**src/rtl/mem_arbiter_pkg.sv**
```systemverilog
// rtl/mem_arbiter_pkg.sv - shared encodings and constants for the IF/DM memory arbiter
package mem_arbiter_pkg;

  localparam logic [1:0] ST_IDLE  = 2'd0;
  localparam logic [1:0] ST_ISSUE = 2'd1;
  localparam logic [1:0] ST_RESP  = 2'd2;

  typedef logic owner_t;
  localparam owner_t OWNER_IF = 1'b0;
  localparam owner_t OWNER_DM = 1'b1;

  localparam logic [31:0] BUS_ERR_PATTERN = 32'hDEADBEEF;

  // Bits needed to hold 0..max_val inclusive.
  function automatic int unsigned cnt_width(input int unsigned max_val);
    return $clog2(max_val + 1);
  endfunction

endpackage

```
**src/rtl/mem_arb_watchdog.sv**
```systemverilog
// rtl/mem_arb_watchdog.sv - loadable down-counter that flags a memory which never acknowledges
module mem_arb_watchdog #(
  parameter int unsigned WIDTH = 4
) (
  input  logic             clk_i,
  input  logic             rst_i,
  input  logic             clear_i,
  input  logic             load_i,
  input  logic [WIDTH-1:0] load_val_i,
  input  logic             en_i,
  output logic             expired_o
);

  logic [WIDTH-1:0] count_q;
  logic [WIDTH-1:0] count_d;

  always_comb begin
    count_d = count_q;
    if (clear_i) begin
      count_d = '0;
    end else if (load_i) begin
      count_d = load_val_i;
    end else if (en_i && (count_q != '0)) begin
      count_d = count_q - WIDTH'(1);
    end
  end

  always_ff @(posedge clk_i) begin
    if (rst_i) begin
      count_q <= '0;
    end else begin
      count_q <= count_d;
    end
  end

  // Loaded with TIMEOUT-1, so zero is reached on the TIMEOUT-th enabled cycle.
  assign expired_o = en_i && (count_q == '0);

endmodule

```
**src/rtl/mem_arbiter.sv**
```systemverilog
// rtl/mem_arbiter.sv - shares one memory port between fetch and data access, DM-first with
// bounded IF starvation and a watchdog against a memory that never acknowledges.
module mem_arbiter
  import mem_arbiter_pkg::*;
#(
  parameter int unsigned ADDR_WIDTH    = 32,
  parameter int unsigned DATA_WIDTH    = 32,
  parameter int unsigned MAX_DM_STREAK = 3,
  parameter int unsigned TIMEOUT       = 15
) (
  input  logic                  clock_i,
  input  logic                  reset_i,
  input  logic                  if_req_i,
  input  logic [ADDR_WIDTH-1:0] if_addr_i,
  output logic                  if_ready_o,
  output logic [DATA_WIDTH-1:0] if_rdata_o,
  input  logic                  dm_req_i,
  input  logic                  dm_we_i,
  input  logic [ADDR_WIDTH-1:0] dm_addr_i,
  input  logic [DATA_WIDTH-1:0] dm_wdata_i,
  output logic                  dm_ready_o,
  output logic [DATA_WIDTH-1:0] dm_rdata_o,
  output logic                  mem_req_o,
  output logic                  mem_we_o,
  output logic [ADDR_WIDTH-1:0] mem_addr_o,
  output logic [DATA_WIDTH-1:0] mem_wdata_o,
  input  logic                  mem_ack_i,
  input  logic [DATA_WIDTH-1:0] mem_rdata_i,
  output logic                  bus_err_o
);

  localparam int unsigned STREAK_W = cnt_width(MAX_DM_STREAK);
  localparam int unsigned WD_W     = cnt_width(TIMEOUT);
  localparam logic [STREAK_W-1:0]   STREAK_MAX = STREAK_W'(MAX_DM_STREAK);
  localparam logic [WD_W-1:0]       WD_LOAD    = WD_W'(TIMEOUT - 1);
  localparam logic [DATA_WIDTH-1:0] ERR_WORD   = DATA_WIDTH'(BUS_ERR_PATTERN);

  logic [1:0]            state_q, state_d;
  owner_t                owner_q, owner_d;
  logic [STREAK_W-1:0]   streak_q, streak_d;
  logic                  mem_req_q, mem_req_d;
  logic                  mem_we_q, mem_we_d;
  logic [ADDR_WIDTH-1:0] mem_addr_q, mem_addr_d;
  logic [DATA_WIDTH-1:0] mem_wdata_q, mem_wdata_d;
  logic                  if_ready_q, if_ready_d;
  logic                  dm_ready_q, dm_ready_d;
  logic [DATA_WIDTH-1:0] if_rdata_q, if_rdata_d;
  logic [DATA_WIDTH-1:0] dm_rdata_q, dm_rdata_d;
  logic                  bus_err_q, bus_err_d;

  logic dm_win;
  logic wd_load;
  logic wd_en;
  logic wd_clear;
  logic wd_expired;

  mem_arb_watchdog #(
    .WIDTH (WD_W)
  ) u_watchdog (
    .clk_i      (clock_i),
    .rst_i      (reset_i),
    .clear_i    (wd_clear),
    .load_i     (wd_load),
    .load_val_i (WD_LOAD),
    .en_i       (wd_en),
    .expired_o  (wd_expired)
  );

  always_comb begin
    state_d     = state_q;
    owner_d     = owner_q;
    streak_d    = streak_q;
    mem_req_d   = mem_req_q;
    mem_we_d    = mem_we_q;
    mem_addr_d  = mem_addr_q;
    mem_wdata_d = mem_wdata_q;
    if_ready_d  = 1'b0;
    dm_ready_d  = 1'b0;
    if_rdata_d  = if_rdata_q;
    dm_rdata_d  = dm_rdata_q;
    bus_err_d   = bus_err_q;
    dm_win      = 1'b0;
    wd_load     = 1'b0;
    wd_en       = 1'b0;
    wd_clear    = 1'b0;

    case (state_q)
      ST_IDLE: begin
        // IF is forced through once DM has won MAX_DM_STREAK times in a row over it.
        dm_win = dm_req_i && !(if_req_i && (streak_q == STREAK_MAX));
        if (dm_win) begin
          owner_d     = OWNER_DM;
          mem_we_d    = dm_we_i;
          mem_addr_d  = dm_addr_i;
          mem_wdata_d = dm_wdata_i;
          mem_req_d   = 1'b1;
          wd_load     = 1'b1;
          state_d     = ST_ISSUE;
          if (!if_req_i) begin
            streak_d = '0;
          end else if (streak_q != STREAK_MAX) begin
            streak_d = streak_q + STREAK_W'(1);
          end
        end else if (if_req_i) begin
          owner_d     = OWNER_IF;
          mem_we_d    = 1'b0;
          mem_addr_d  = if_addr_i;
          mem_wdata_d = '0;
          mem_req_d   = 1'b1;
          wd_load     = 1'b1;
          state_d     = ST_ISSUE;
          streak_d    = '0;
        end
      end

      ST_ISSUE: begin
        wd_en = 1'b1;
        // Ack is checked first so an ack on the final watchdog cycle still succeeds.
        if (mem_ack_i) begin
          if (owner_q == OWNER_DM) begin
            dm_rdata_d = mem_we_q ? '0 : mem_rdata_i;
            dm_ready_d = 1'b1;
          end else begin
            if_rdata_d = mem_rdata_i;
            if_ready_d = 1'b1;
          end
          mem_req_d = 1'b0;
          wd_clear  = 1'b1;
          state_d   = ST_RESP;
        end else if (wd_expired) begin
          if (owner_q == OWNER_DM) begin
            dm_rdata_d = ERR_WORD;
            dm_ready_d = 1'b1;
          end else begin
            if_rdata_d = ERR_WORD;
            if_ready_d = 1'b1;
          end
          bus_err_d = 1'b1;
          mem_req_d = 1'b0;
          wd_clear  = 1'b1;
          state_d   = ST_RESP;
        end
      end

      ST_RESP: begin
        state_d = ST_IDLE;
      end

      default: begin
        state_d   = ST_IDLE;
        mem_req_d = 1'b0;
      end
    endcase
  end

  always_ff @(posedge clock_i) begin
    if (reset_i) begin
      state_q     <= ST_IDLE;
      owner_q     <= OWNER_IF;
      streak_q    <= '0;
      mem_req_q   <= 1'b0;
      mem_we_q    <= 1'b0;
      mem_addr_q  <= '0;
      mem_wdata_q <= '0;
      if_ready_q  <= 1'b0;
      dm_ready_q  <= 1'b0;
      if_rdata_q  <= '0;
      dm_rdata_q  <= '0;
      bus_err_q   <= 1'b0;
    end else begin
      state_q     <= state_d;
      owner_q     <= owner_d;
      streak_q    <= streak_d;
      mem_req_q   <= mem_req_d;
      mem_we_q    <= mem_we_d;
      mem_addr_q  <= mem_addr_d;
      mem_wdata_q <= mem_wdata_d;
      if_ready_q  <= if_ready_d;
      dm_ready_q  <= dm_ready_d;
      if_rdata_q  <= if_rdata_d;
      dm_rdata_q  <= dm_rdata_d;
      bus_err_q   <= bus_err_d;
    end
  end

  assign if_ready_o  = if_ready_q;
  assign if_rdata_o  = if_rdata_q;
  assign dm_ready_o  = dm_ready_q;
  assign dm_rdata_o  = dm_rdata_q;
  assign mem_req_o   = mem_req_q;
  assign mem_we_o    = mem_we_q;
  assign mem_addr_o  = mem_addr_q;
  assign mem_wdata_o = mem_wdata_q;
  assign bus_err_o   = bus_err_q;

endmodule

```
**config.mk**
```make
export PLATFORM = sky130hd
export DESIGN_NAME = mem_arbiter
export DESIGN_NICKNAME = d
export VERILOG_FILES = /design/src/rtl/mem_arbiter_pkg.sv /design/src/rtl/mem_arb_watchdog.sv /design/src/rtl/mem_arbiter.sv
export SDC_FILE = /design/constraint.sdc
export NUM_CORES = 1
export LEC_CHECK = 0
export ABC_AREA = 1
export ABC_CLOCK_PERIOD_IN_PS = 2000
export BUFFER_PORTS_ARGS = -buffer_cell sky130_fd_sc_hd__buf_2
export CORE_MARGIN = 2
export CORE_UTILIZATION = 40
export CTS_CLUSTER_SIZE = 30
export DETAILED_ROUTE_END_ITERATION = 10
export PLACE_DENSITY = 0.81
export REMOVE_ABC_BUFFERS = 1
export SLEW_MARGIN = 5
export SYNTH_ARGS = -nofsm -noshare
export SYNTH_HDL_FRONTEND = slang
export SYNTH_SLANG_ARGS = --single-unit
```
**constraint.sdc**
```tcl
create_clock -name clock_i -period 2 [get_ports clock_i]
set_input_delay 0.4 -clock clock_i [delete_from_list [all_inputs] [get_ports clock_i]]
set_output_delay 0.4 -clock clock_i [all_outputs]
set_load 0.01 [all_outputs]
```
# ---- Word level (Yosys, flattened, before mapping)
# Index checks and enable logic that the tools add are counted.
dict set report word_totals {
  output_inout_bits 133
  regBits 142
  elab_cells 93
}
dict set report op_classes {
  n_addsub 2
  reduce_logical 21
  mux 45
  n_bitwise 4
  n_eq_ne 7
}
# operator n
set ops {}
lappend ops {{32-bit 2-to-1 mux} 13}
lappend ops {{1-bit 2-to-1 mux} 20}
lappend ops {{2-bit 2-to-1 mux} 8}
lappend ops {{3-bit AND reduction} 5}
lappend ops {{4-bit 2-to-1 mux} 2}
lappend ops {{3-bit by 2-bit != test with 1-bit output, second input constant} 2}
lappend ops {{2-bit nonzero test} 3}
lappend ops {{2-bit equality test, second input constant} 2}
lappend ops {{1-bit logical AND} 4}
lappend ops {{4-bit logical NOT} 1}
lappend ops {{1-bit inverter} 4}
lappend ops {{2-bit one-hot mux with 2 select lines} 1}
lappend ops {{2-bit AND reduction} 2}
lappend ops {{4-bit nonzero test} 1}
lappend ops {{2-bit OR reduction} 2}
lappend ops {{4-bit by 1-bit subtractor with 4-bit output, second input constant} 1}
lappend ops {{3-bit != test, second input constant} 1}
lappend ops {{1-bit one-hot mux with 3 select lines} 1}
lappend ops {{3-bit OR reduction} 1}
lappend ops {{2-bit by 1-bit adder with 2-bit output, second input constant} 1}
lappend ops {{2-bit by 1-bit equality test with 1-bit output, second input constant} 1}
lappend ops {{2-bit logical NOT} 1}
lappend ops {{2-bit != test, second input constant} 1}
lappend ops {{1-bit logical NOT} 1}

# ---- Logic depth before layout (Yosys ltp)
dict set report logic_depth {
  ltp_word 7
  depth_mapped 9
  ltp_nobuf 9
}

# ---- Cells and area by module
# Synthesis repeated with hierarchy kept, for this count alone.
dict set report hier_totals {
  hier_cells 1063
  area_unflattened_um2 6636.4
}
# module cells_per_inst n_inst area_per_inst_um2
set modules_own_cells {}
lappend modules_own_cells {mem_arbiter 1013 1 6329.8}
lappend modules_own_cells {mem_arb_watchdog 50 1 306.5}

# ---- Worst setup path before layout
# Ideal clock, no wire load.
dict set report synth_path {
  path_type {register -> register}
  startpoint {register u_watchdog.count_q[0]}
  endpoint {register dm_rdata_q[1], in the netlist dm_rdata_o[1]}
  arrival_ns 1.203
  setup_slack_ns 0.682
  period_less_slack_ns 1.318
  required_time_ns 1.885
  stages_incl_launch_ff 10
  setup_time_ns 0.115
  path_cell_list {dfxtp_1 -> inv_1 -> ha_1 -> nand2_1 -> nand2_2 -> nand3_4 -> buf_2 -> nand2_1 -> nand2_1 -> nor2_1}
}
dict set report synth_via {
  elab_chain_cells 4
}
# item line
set synth_rtl {}
lappend synth_rtl {{start, declared} mem_arb_watchdog.sv:14} ;# logic [WIDTH-1:0] count_q;
lappend synth_rtl {{start signal, assigned} mem_arb_watchdog.sv:32} ;# count_q <= count_d;
lappend synth_rtl {{4-bit logical NOT} mem_arb_watchdog.sv:37} ;# assign expired_o = en_i && (count_q == '0);
lappend synth_rtl {{1-bit logical AND} mem_arb_watchdog.sv:37}
lappend synth_rtl {{2-bit nonzero test (no line)} -}
lappend synth_rtl {{3-bit AND reduction (no line)} -}
lappend synth_rtl {{end signal, assigned} mem_arbiter.sv:181} ;# dm_rdata_q <= dm_rdata_d;
lappend synth_rtl {{end, declared} mem_arbiter.sv:48} ;# logic [DATA_WIDTH-1:0] dm_rdata_q, dm_rdata_d;
# Every way passes these cells.
# A chain may end at the register's enable or synchronous reset.

# ---- Final worst setup path
dict set report layout_path {
  startpoint {register u_watchdog.count_q[0]}
  endpoint {register if_rdata_q[4], in the netlist if_rdata_o[4]}
}
dict set report layout_via {
  elab_chain_cells 4
}
# item line
set layout_rtl {}
lappend layout_rtl {{4-bit logical NOT} mem_arb_watchdog.sv:37}
lappend layout_rtl {{1-bit logical AND} mem_arb_watchdog.sv:37}
lappend layout_rtl {{2-bit nonzero test (no line)} -}
lappend layout_rtl {{3-bit AND reduction (no line)} -}
lappend layout_rtl {{end signal, assigned} mem_arbiter.sv:180} ;# if_rdata_q <= if_rdata_d;
lappend layout_rtl {{end, declared} mem_arbiter.sv:47} ;# logic [DATA_WIDTH-1:0] if_rdata_q, if_rdata_d;
# Every way passes these cells.

==> results.env <==
DR_TOTAL_VIAS=6126
DIE_W_UM=125.2
CLOCK_SINKS=142
NET-SWITCHING-POWER_W=0.002120
GRT_REMAINING_OVERFLOW=0
CP_DATA_ARRIVAL_TIME_PS=1910
GRT.MET1_USAGE=0.2472
POSTCTSHOLDBUFS=0
SLOWEST_LIBRARY_CELL_ON_THE_WORST_PATH='sky130_fd_sc_hd__dfxtp_1'
TOTALNEGATIVESETUPSLACK_PS=0
LARGEST_NET_DEGREE_AT_THE_START_OF_GLOBAL_ROUTING=49
MOST_COMMON_CELL_AFTER_LAYOUT_FILL_AND_TAPS_ASIDE='sky130_fd_sc_hd__buf_2'
MOSTFREQUENTLAYOUTCELLS='sky130_fd_sc_hd__buf_2, sky130_fd_sc_hd__nand2_1, sky130_fd_sc_hd__dfxtp_1, sky130_fd_sc_hd__a21oi_1, sky130_fd_sc_hd__inv_1'
CRIT_PATH_END_KIND='register'
CRIT_PATH_START_KIND='register'
GRT_FIRST_PASS_WIRELENGTH_UM=26810
WORST-SETUP-PATH-TYPE='register to register'
GRT.BUSIEST_LAYER='met2'
NUM_ROWS=44
TRITONCTS_BUFFER_COUNT=17
SEQ_AREA_FRAC_SYNTH=0.4839
P_INT_W=0.005461
ANTENNA_CELLS_INSERTED=0
LAYOUT.AREA.SEQ_SQ_UM=2843
YS_SEQ_ELEMENTS=142
GP_ROUTABILITY_CONGESTION=0.8346
INITIAL_UTILIZATION=0.4073
DRT-WIRELENGTH-PER-CELL_UM=12.95
IR_DROP_V=0.0005273
SLEW-LIMIT-HEADROOM=0.6430
CRITICAL_PATH_REQUIRED_PS=2270
GLOBAL_ROUTE.USAGE.TOTAL=0.2076
IO_PINS=267
GRT_SETUP_UNREPAIRED='no'
USE_MET3=0.06033
AREA_DELTA_SYNTH_FINAL_PCT=35.25
SYNTHDOMINANTAREACELLTYPE='sky130_fd_sc_hd__dfxtp_1'
CTS_CLK_PIN_SLEW_WORST_PATHS_PS=60
GRT_PASS1_VIAS=5669
CTS_ROOT_BUF='sky130_fd_sc_hd__clkbuf_16'
POST-ROUTE-DRC-COUNT=0
SYNTH_CELL_TYPE_COUNT=23
P_LEAK_nW=4.146
WORST_PATH_DOMINANT_CELL_FAMILY='simple AND/OR/NAND/NOR gates'
CRIT_PATH_FREQUENT_CELL='sky130_fd_sc_hd__nand2_1'
DESIGN.FINAL.NETS=1217
POST_SYNTH_MAIN_AREA_CONTRIBUTORS='sky130_fd_sc_hd__dfxtp_1, sky130_fd_sc_hd__nand2_1, sky130_fd_sc_hd__a21oi_1'
WHS_PS=210.9
FMAX_MHz=609.3
HOLD_DEPTH=3
AVGSYNTHCELLAREA_SQ_UM=7.044
DETAILED_PLACE_HPWL_UM=11700
SLEW_VIOL_FINAL=0
FINAL_HOLD_VIOL_COUNT=0
WORSTPATHMAXFANOUT=22
CHIPHEIGHT_UM=125.2
DIEAREA_SQ_UM=15670
POSTCTSRESIZEDCELLS=0
TIMING.CRITICAL_PATH.BUF_INV=2
ROUTE.ANTENNA.REMAINING_NETS=0
POST_CTS_SETUP_BUFFER_COUNT=0
FIN_CRIT_SH=0.8206
PATH_DEPTH=8
ANTENNA_VIOLATIONS_BEFORE_REPAIR=0
RR_WORST_DEPTH=8
NETLIST.AREA_LEADER.SHARE=0.4839
FINALCRITICALPERIOD_PS=1641
CP_PEAK_STAGE_DELAY_PS=300
CTS_HTREE_LEVELS=4
HOLD_PATH_CLASS='input pin to register'
CLOCK_TREE_FROM_TRITONCTS='done'
P_SEQ_FRAC=0.421
FIN_SKEW_PS=8.709
LAYOUT.CELL_AREA.NON_FILLER_SQ_UM=7945
SHARE_CLK_OF_TOTAL_POWER=0.402
INITIALDRTVIOLATIONCOUNT=435
CRIT_CHAIN='inv_1, ha_1, nand2_1, nand2_2, nand3_2, buf_12, nand2_1, a21oi_1'
INSERTION_DELAY_PS=410
PLACE_AREA_SQ_UM=7366
VIAS_PER_CELL=4.797
SHARE_OF_TOTAL_POWER_CONSUMED_BY_NET_SWITCHING=0.2796
RUN_STATUS='completed'
DRT_PASS1_ITERATIONS=5
COMBINATIONAL_CELL_FRACTION_OF_TOTAL_POWER=0.177
POST_SYNTH_INST_COUNT=834
SETUP_VIOL=0
CTS.PATH.MAX_BUFFERS=2
SYNTHESIS.AREA_SQ_UM=5874
GROUTE.LAYER.MET2.USAGE=0.3584
MULTI_INPUT_COMB_AREA_SQ_UM=2439
FLOORPLAN.CORE_AREA_SQ_UM=14420
DETAIL_ROUTE.WIRELENGTH_UM=16530
PORTBUFFERS=266
FINAL_LAYOUT_SIZE_SUFFIX_GT1_FRAC=0.2992
YOSYS_WARNINGS=0
TIGHTESTPINTRANSITION_PS=535.5
PWR_DENSITY_CELL_nW_PER_UM2=954.2
CAP_VIOL_MAX_COUNT=0
N_FILL_CELL=1394
## per-stage QoR
step                      power [W]  instances  utilization  setup slack (ps)
after floorplan            0.003953        777            -            -7.054
after global placement     0.004570       1246       0.5107             410.4
after detailed placement   0.004595       1246       0.5107             348.3
after CTS                  0.007639       1277       0.5508             344.4
after global routing       0.007981       1277       0.5508             159.6
final                      0.007581       1277       0.5508             358.8
## area by class of cell
class	count	share of cell area
flip-flops and latches	142	0.3578
repair buffers	285	0.1918
inverters	88	0.04157
clock inverters	9	0.01071
multi-input cells	547	0.3069
well taps	184	0.02898
clock buffers	22	0.06220
## per-layer routing
metal / vias to the layer above / part of all wire
met4: 0 / 0.017
met1: 2726 / 0.42
met5: - / 0
met3: 22 / 0.076
li1: 3131 / -
met2: 247 / 0.49
## state kept, by name, indices dropped and copies added (netlist names)
name and flops:
state_q 2, if_rdata_o 32, mem_addr_o 32, streak_q 2, mem_we_o 1, mem_wdata_o 32, u_watchdog.count_q 4, dm_rdata_o 32
dm_ready_o 1, mem_req_o 1, if_ready_o 1, owner_q 1, bus_err_o 1
## power groups by stage
stage / logic [W] / registers [W] / clock network, W
detailed placement: 0.00135 / 0.00325 / 0
global route: 0.00151 / 0.00322 / 0.00326
global placement: 0.00133 / 0.00324 / 0
CTS: 0.00135 / 0.00319 / 0.00310
finish: 0.00134 / 0.00319 / 0.00305
floorplan: 0.000600 / 0.00335 / 0
## worst register-to-register path: stages (launching register included)
cell and delay, ps:
sky130_fd_sc_hd__dfxtp_1 300, sky130_fd_sc_hd__inv_1 120, sky130_fd_sc_hd__ha_1 200, sky130_fd_sc_hd__nand2_1 120, sky130_fd_sc_hd__nand2_2 130, sky130_fd_sc_hd__nand3_2 250
sky130_fd_sc_hd__buf_12 260, sky130_fd_sc_hd__nand2_1 60, sky130_fd_sc_hd__a21oi_1 60
## cells by family (layout without fill, tap and decap cells)
kind of cell               Yosys count  in the layout  share of synthesized area
AOI/OAI and AO/OA                  165            165                     0.1431
xor gates and xnor gates             1              1                   0.001491
adders and majority gates            2              2                   0.004259
buffers and inverters              145            404                     0.1010
DFF                                142            142                     0.4839
and+or+nand+nor                    379            379                     0.2662
## path summary, 6_finish.rpt
kind	startpoint	endpoint	slack (ps)
max	u_watchdog.count_q[0]	if_rdata_o[4]	360
min	dm_addr_i[12]	mem_addr_o[12]	210
max reg2reg	u_watchdog.count_q[0]	if_rdata_o[4]	360
min reg2reg	if_rdata_o[1]	if_rdata_o[1]	440
## synth_stat cells, drive strengths merged
cell	number
a21oi	127
inv	88
nand4	32
o21a	1
nor2	77
xor2	1
nand3	17
buf	38
dfxtp	142
o21ai	36
nand2	253
a31oi	1
ha	2
clkbuf	19
(Power assumes the default switching activity.)
